**src/rtl/polinomio_horner.sv**
```systemverilog
// Polynomial evaluator using Horner's rule: one multiply-accumulate step per
// clock. Width, degree and signedness are parameters. A sticky overflow flag
// records whether any step's exact value fell outside the WIDTH-bit range.
module polinomio_horner #(
    parameter int WIDTH  = 16,
    parameter int DEGREE = 2,
    parameter int SIGNED = 0
) (
    input  logic                        ck,
    input  logic                        rst,
    input  logic                        inicio,
    input  logic [WIDTH-1:0]            X,
    input  logic [(DEGREE+1)*WIDTH-1:0] coefs,
    output logic [WIDTH-1:0]            Resultado,
    output logic                        pronto,
    output logic                        overflow,
    output logic                        ocupado
);

    localparam int IDX_W = $clog2(DEGREE + 1);
    // Exact width of acc*X + coef: 2*WIDTH for the product, plus one bit for the sum
    localparam int EXT_W = 2 * WIDTH + 1;

    typedef enum logic [1:0] {
        OCIOSO  = 2'd0,
        CALCULA = 2'd1,
        FIM     = 2'd2
    } state_t;

    state_t             r_state;
    logic [WIDTH-1:0]   r_acc;
    logic [WIDTH-1:0]   r_x;
    logic [WIDTH-1:0]   r_resultado;
    logic [IDX_W-1:0]   r_idx;
    logic [WIDTH-1:0]   r_coef [0:DEGREE];
    logic               r_pronto;
    logic               r_overflow;

    logic [WIDTH-1:0]   w_coef_in [0:DEGREE];
    logic [WIDTH-1:0]   w_coef_sel;
    logic [EXT_W-1:0]   w_acc_ext;
    logic [EXT_W-1:0]   w_x_ext;
    logic [EXT_W-1:0]   w_coef_ext;
    logic [EXT_W-1:0]   w_prod;
    logic [EXT_W-1:0]   w_sum;
    logic               w_ovf;
    logic               w_sign_mode;

    // Split the flat coefficient bus into one word per power of X
    genvar gi;
    generate
        for (gi = 0; gi <= DEGREE; gi++) begin : g_coef_unpack
            assign w_coef_in[gi] = coefs[gi*WIDTH +: WIDTH];
        end
    endgenerate

    assign w_sign_mode = (SIGNED != 0);
    assign w_coef_sel  = r_coef[r_idx];

    // Extend operands to the exact-result width (sign- or zero-extension).
    // With both operands extended, the low EXT_W bits of the product are the
    // exact product in either mode, since that product always fits in EXT_W.
    assign w_acc_ext  = {{(WIDTH+1){w_sign_mode & r_acc[WIDTH-1]}}, r_acc};
    assign w_x_ext    = {{(WIDTH+1){w_sign_mode & r_x[WIDTH-1]}}, r_x};
    assign w_coef_ext = {{(WIDTH+1){w_sign_mode & w_coef_sel[WIDTH-1]}}, w_coef_sel};
    assign w_prod     = w_acc_ext * w_x_ext;
    assign w_sum      = w_prod + w_coef_ext;

    // Out of range: unsigned when any bit above WIDTH is set; signed when the
    // bits from the WIDTH-1 sign position upward are not all equal.
    assign w_ovf = w_sign_mode
                 ? !((&w_sum[EXT_W-1:WIDTH-1]) || !(|w_sum[EXT_W-1:WIDTH-1]))
                 : (|w_sum[EXT_W-1:WIDTH]);

    // Control FSM plus datapath registers: latch on start, one Horner step per cycle
    always_ff @(posedge ck) begin
        if (rst) begin
            r_state     <= OCIOSO;
            r_acc       <= '0;
            r_x         <= '0;
            r_idx       <= '0;
            r_resultado <= '0;
            r_pronto    <= 1'b0;
            r_overflow  <= 1'b0;
            for (int i = 0; i <= DEGREE; i++) begin
                r_coef[i] <= '0;
            end
        end else begin
            case (r_state)
                OCIOSO, FIM: begin
                    if (inicio) begin
                        r_x        <= X;
                        for (int i = 0; i <= DEGREE; i++) begin
                            r_coef[i] <= w_coef_in[i];
                        end
                        r_acc      <= w_coef_in[DEGREE];
                        r_idx      <= IDX_W'(DEGREE - 1);
                        r_overflow <= 1'b0;
                        r_pronto   <= 1'b0;
                        r_state    <= CALCULA;
                    end
                end
                CALCULA: begin
                    r_acc      <= w_sum[WIDTH-1:0];
                    r_overflow <= r_overflow | w_ovf;
                    if (r_idx == '0) begin
                        r_resultado <= w_sum[WIDTH-1:0];
                        r_pronto    <= 1'b1;
                        r_state     <= FIM;
                    end else begin
                        r_idx <= r_idx - IDX_W'(1);
                    end
                end
                default: r_state <= OCIOSO;
            endcase
        end
    end

    assign Resultado = r_resultado;
    assign pronto    = r_pronto;
    assign overflow  = r_overflow;
    assign ocupado   = (r_state == CALCULA);

endmodule
```
**config.mk**
```make
export PLATFORM = sky130hd
export DESIGN_NAME = polinomio_horner
export DESIGN_NICKNAME = d
export VERILOG_FILES = /design/src/rtl/polinomio_horner.sv
export SDC_FILE = /design/constraint.sdc
export NUM_CORES = 1
export LEC_CHECK = 0
export BUFFER_PORTS_ARGS = -buffer_cell sky130_fd_sc_hd__clkbuf_2
export CORE_MARGIN = 2
export CORE_UTILIZATION = 55
export CTS_CLUSTER_DIAMETER = 60
export CTS_CLUSTER_SIZE = 8
export DETAILED_ROUTE_END_ITERATION = 10
export GPL_ROUTABILITY_DRIVEN = 0
export GPL_TIMING_DRIVEN = 0
export PLACE_DENSITY = 0.76
export SLEW_MARGIN = 20
export SYNTH_ARGS = -nofsm -noshare
export SYNTH_HDL_FRONTEND = slang
export SYNTH_SLANG_ARGS = --single-unit
```
**constraint.sdc**
```tcl
create_clock -name ck -period 5.6 [get_ports ck]
set_input_delay 1.12 -clock ck [delete_from_list [all_inputs] [get_ports ck]]
set_output_delay 1.12 -clock ck [all_outputs]
set_load 0.01 [all_outputs]
```
==> flow_metrics.env <==
export IMPL_cts_tree="yes"
export IMPL_hold_viol_final=0
export IMPL_final_area_um2=14900
export IMPL_cts_buffers=9
export IMPL_fp_dieH_um=159
export IMPL_areaGrowthSynthToFinish_pct=12.6
export IMPL_cpMaxStageDelayCell="fa_1"
export IMPL_p_per_area_nw_per_um2=202
export IMPL_htreeDepth=3
export IMPL_required_ns=5.84
export IMPL_vias_per_cell=5.64
export IMPL_setup_tns_final_ns=-0.708
export IMPL_cp_max_fo=10
export IMPL_fmax_ghz=0.163
export IMPL_fillers=1934
export IMPL_fin_nets=1938
export IMPL_syn_area_per_cell_um2=9.13
export IMPL_antenna_left=0
export IMPL_routedWlPerCell_um=18.9
export IMPL_setup_viol=3
export IMPL_grt_usage=0.291
export IMPL_start_util=0.563
export IMPL_clock_sinks=104
export IMPL_tightest_slew_ns=0.672
export IMPL_synth_warnings=0
export IMPL_seq_power_share=0.316
export IMPL_power_leakage_nw=6.55
export IMPL_syn_nets=1841
export IMPL_violations="setup timing"
export IMPL_crit_path_start_kind="flip-flop"
export IMPL_wl_um=35400
export IMPL_min_period_ns=6.13
export IMPL_relSlewSlack=0.547
export IMPL_syn_cell_area_um2=13300
export IMPL_drv_cap=0
export IMPL_intPower_mw=1.77
export IMPL_vias=10561
export IMPL_maxSlewViolCount=0
export IMPL_antenna_found_initial=0
export IMPL_die_area_um2=25400
export IMPL_core_um2=23500
export IMPL_clk_pin_slew_ns=0.08
export IMPL_setup_ws_ns=-0.530
export IMPL_ys_flop_type="dfxtp_1"
export IMPL_ys_types=54
export IMPL_swShare=0.413
export IMPL_grt_pass1_vias=11181
export IMPL_cp_cell_sequence="buf_4, and2_1, fa_1, inv_1, fa_1, inv_1, fa_1, fa_1, fa_1, inv_1, fa_1, inv_1, ha_4, a21oi_2, o21ai_4, a211oi_2, o31ai_2, xor2_1, nor4_2, o2111ai_1, nor4_2, a31oi_1"
export IMPL_layout_common_cells="nand2_1 (242), inv_1 (228), fa_1 (210), and2_1 (173), ha_1 (105)"
export IMPL_status="finished, violations left"
export IMPL_async_reset_ff_frac=0
export IMPL_grt_setup_unrepaired="yes"
export IMPL_placed_cell_area_um2=14100
export IMPL_drtIter0Drc=897
export IMPL_ys_ff_latch=104
export IMPL_worstSetupPathType="flip-flop to flip-flop"
export IMPL_clock_root_buffer="clkbuf_16"
export IMPL_grt_pass1_wl_um=58100
export IMPL_dp_hpwl_um=28100
export IMPL_cp_common_cell="fa_1"
export IMPL_worstPathArrival_ns=6.37
export IMPL_diodes=0
export IMPL_fp_dieW_um=159
export IMPL_drtPass1Iterations=6
export IMPL_pwr_share_clk=0.216
export IMPL_multi_input_area_um2=9770
export IMPL_grt_max_degree=34
export IMPL_io_pins=86
export IMPL_finalCritPeriodShare=1.09
export IMPL_yosysSeqAreaShare=0.193
export IMPL_fin_worst_skew_ns=0.0128
export IMPL_drive_gt1_frac=0.137
export IMPL_final_common_cell="nand2_1"
export IMPL_p_sw_mw=1.24
export IMPL_grt_ovfl_total=0
export IMPL_syn_inst=1452
export IMPL_end_kind="flip-flop"
export IMPL_hold_class="flip-flop to flip-flop"
export IMPL_seqCellArea_um2=2620
export IMPL_insertion_delay_ns=0.36
export IMPL_max_stage_delay_ns=0.53
export IMPL_core_rowCount=56
export IMPL_ir_drop_v=0.000247
export IMPL_synth_edf_count=48
export IMPL_clk_path_buf_depth=2
export IMPL_dp_slack_ns=-1.35
export IMPL_post_route_util=0.634
export IMPL_io_buffer_count=85
export IMPL_drcViolationCount=0
export IMPL_whs_ns=0.459
export IMPL_p_comb_frac=0.467
## state kept, by name (all words and copies together), names as in the netlist, named ones only
| signal | flops |
|---|---|
| r_idx | 2 |
| r_coef | 48 |
| Resultado | 16 |
| r_state | 2 |
| overflow | 1 |
| r_acc | 16 |
| pronto | 1 |
| r_x | 16 |
## cell type report
cell class                 instances  share of cell area
clock buffer                      13              0.0189
inverter                         228              0.0573
sequential                       104               0.175
tap                              319              0.0267
buffer                            70              0.0339
multi-input combinational       1047               0.654
clock inverter                     3             0.00193
timing repair buffer              89              0.0313
## per-stage QoR
stage               instances  power (mW)
CTS                      1873        2.97
global route             1873        3.20
floorplan                1452        1.79
global placement         1856        2.17
detailed placement       1857        2.19
finish                   1873        3.01
## cells in the mapped netlist (8+ instances only)
| cell | number | area share |
|---|---|---|
| a211oi_1 | 8 | 0.0045 |
| a21o_1 | 10 | 0.0057 |
| a21oi_1 | 96 | 0.036 |
| a22oi_1 | 11 | 0.0062 |
| and2_1 | 174 | 0.082 |
| clkbuf_1 | 66 | 0.019 |
| dfxtp_1 | 56 | 0.085 |
| edfxtp_1 | 48 | 0.11 |
| fa_1 | 211 | 0.32 |
| ha_1 | 111 | 0.10 |
| inv_1 | 228 | 0.065 |
| mux2i_1 | 20 | 0.015 |
| nand2_1 | 243 | 0.069 |
| nand3_1 | 8 | 0.0030 |
| nor2_1 | 37 | 0.010 |
| o21ai_0 | 18 | 0.0068 |
| xnor2_1 | 10 | 0.0066 |
| xor2_1 | 9 | 0.0059 |
## routing by layer
metal  part of all wire  wire, µm  global-route usage  vias up
met1               0.40     14000               0.384     5143
li1                   -         -                   -     4749
met3              0.096      3410              0.0578       95
met5                  0         0                   0        -
met2               0.47     16700               0.479      574
met4              0.037      1300               0.110        0
## critical path: cells and delay by family, from the launching register on
family | cells | cell delay (ns)
buffers and inverters | 5 | 0.45
adder cells (fa/ha/maj) | 7 | 3.32
XOR/XNOR | 1 | 0.16
flip-flops | 1 | 0.37
AO/OA/AOI/OAI | 6 | 1.06
AND/OR/NAND/NOR | 3 | 0.66
## cells by family (layout without fill, tap and decap cells)
kind of cell,count (synthesis),count (layout),share of synthesized area
buffers and inverters,301,403,0.0856
XOR/XNOR,19,19,0.0126
multiplexers,22,22,0.0171
adder cells (fa/ha/maj),322,322,0.423
flip-flops,104,104,0.193
AND/OR/NAND/NOR,497,497,0.181
AO/OA/AOI/OAI,187,187,0.0870
## final timing paths
kind,from,end,slack [ns],depth (start not counted)
setup / recovery,r_acc[12],overflow,-0.53,22
hold / removal,Resultado[2],Resultado[2],0.46,2
setup reg to reg,r_acc[12],overflow,-0.53,22
hold reg to reg,Resultado[2],Resultado[2],0.46,2
## what timing repair did
action	in CTS	in global routing
hold buffers	0	0
pin swaps	9	6
setup endpoints to repair	14	9
resized for setup	142	12
setup buffers	3	0
## power by group through the flow
stage	sequential (mW)	clock (mW)	combinational, mW
floorplan	0.918	0	0.867
global placement	0.949	0	1.22
detailed placement	0.950	0	1.24
CTS	0.949	0.656	1.36
global route	0.960	0.686	1.55
finish	0.953	0.651	1.41
Power figures use the tool's default switching activity.
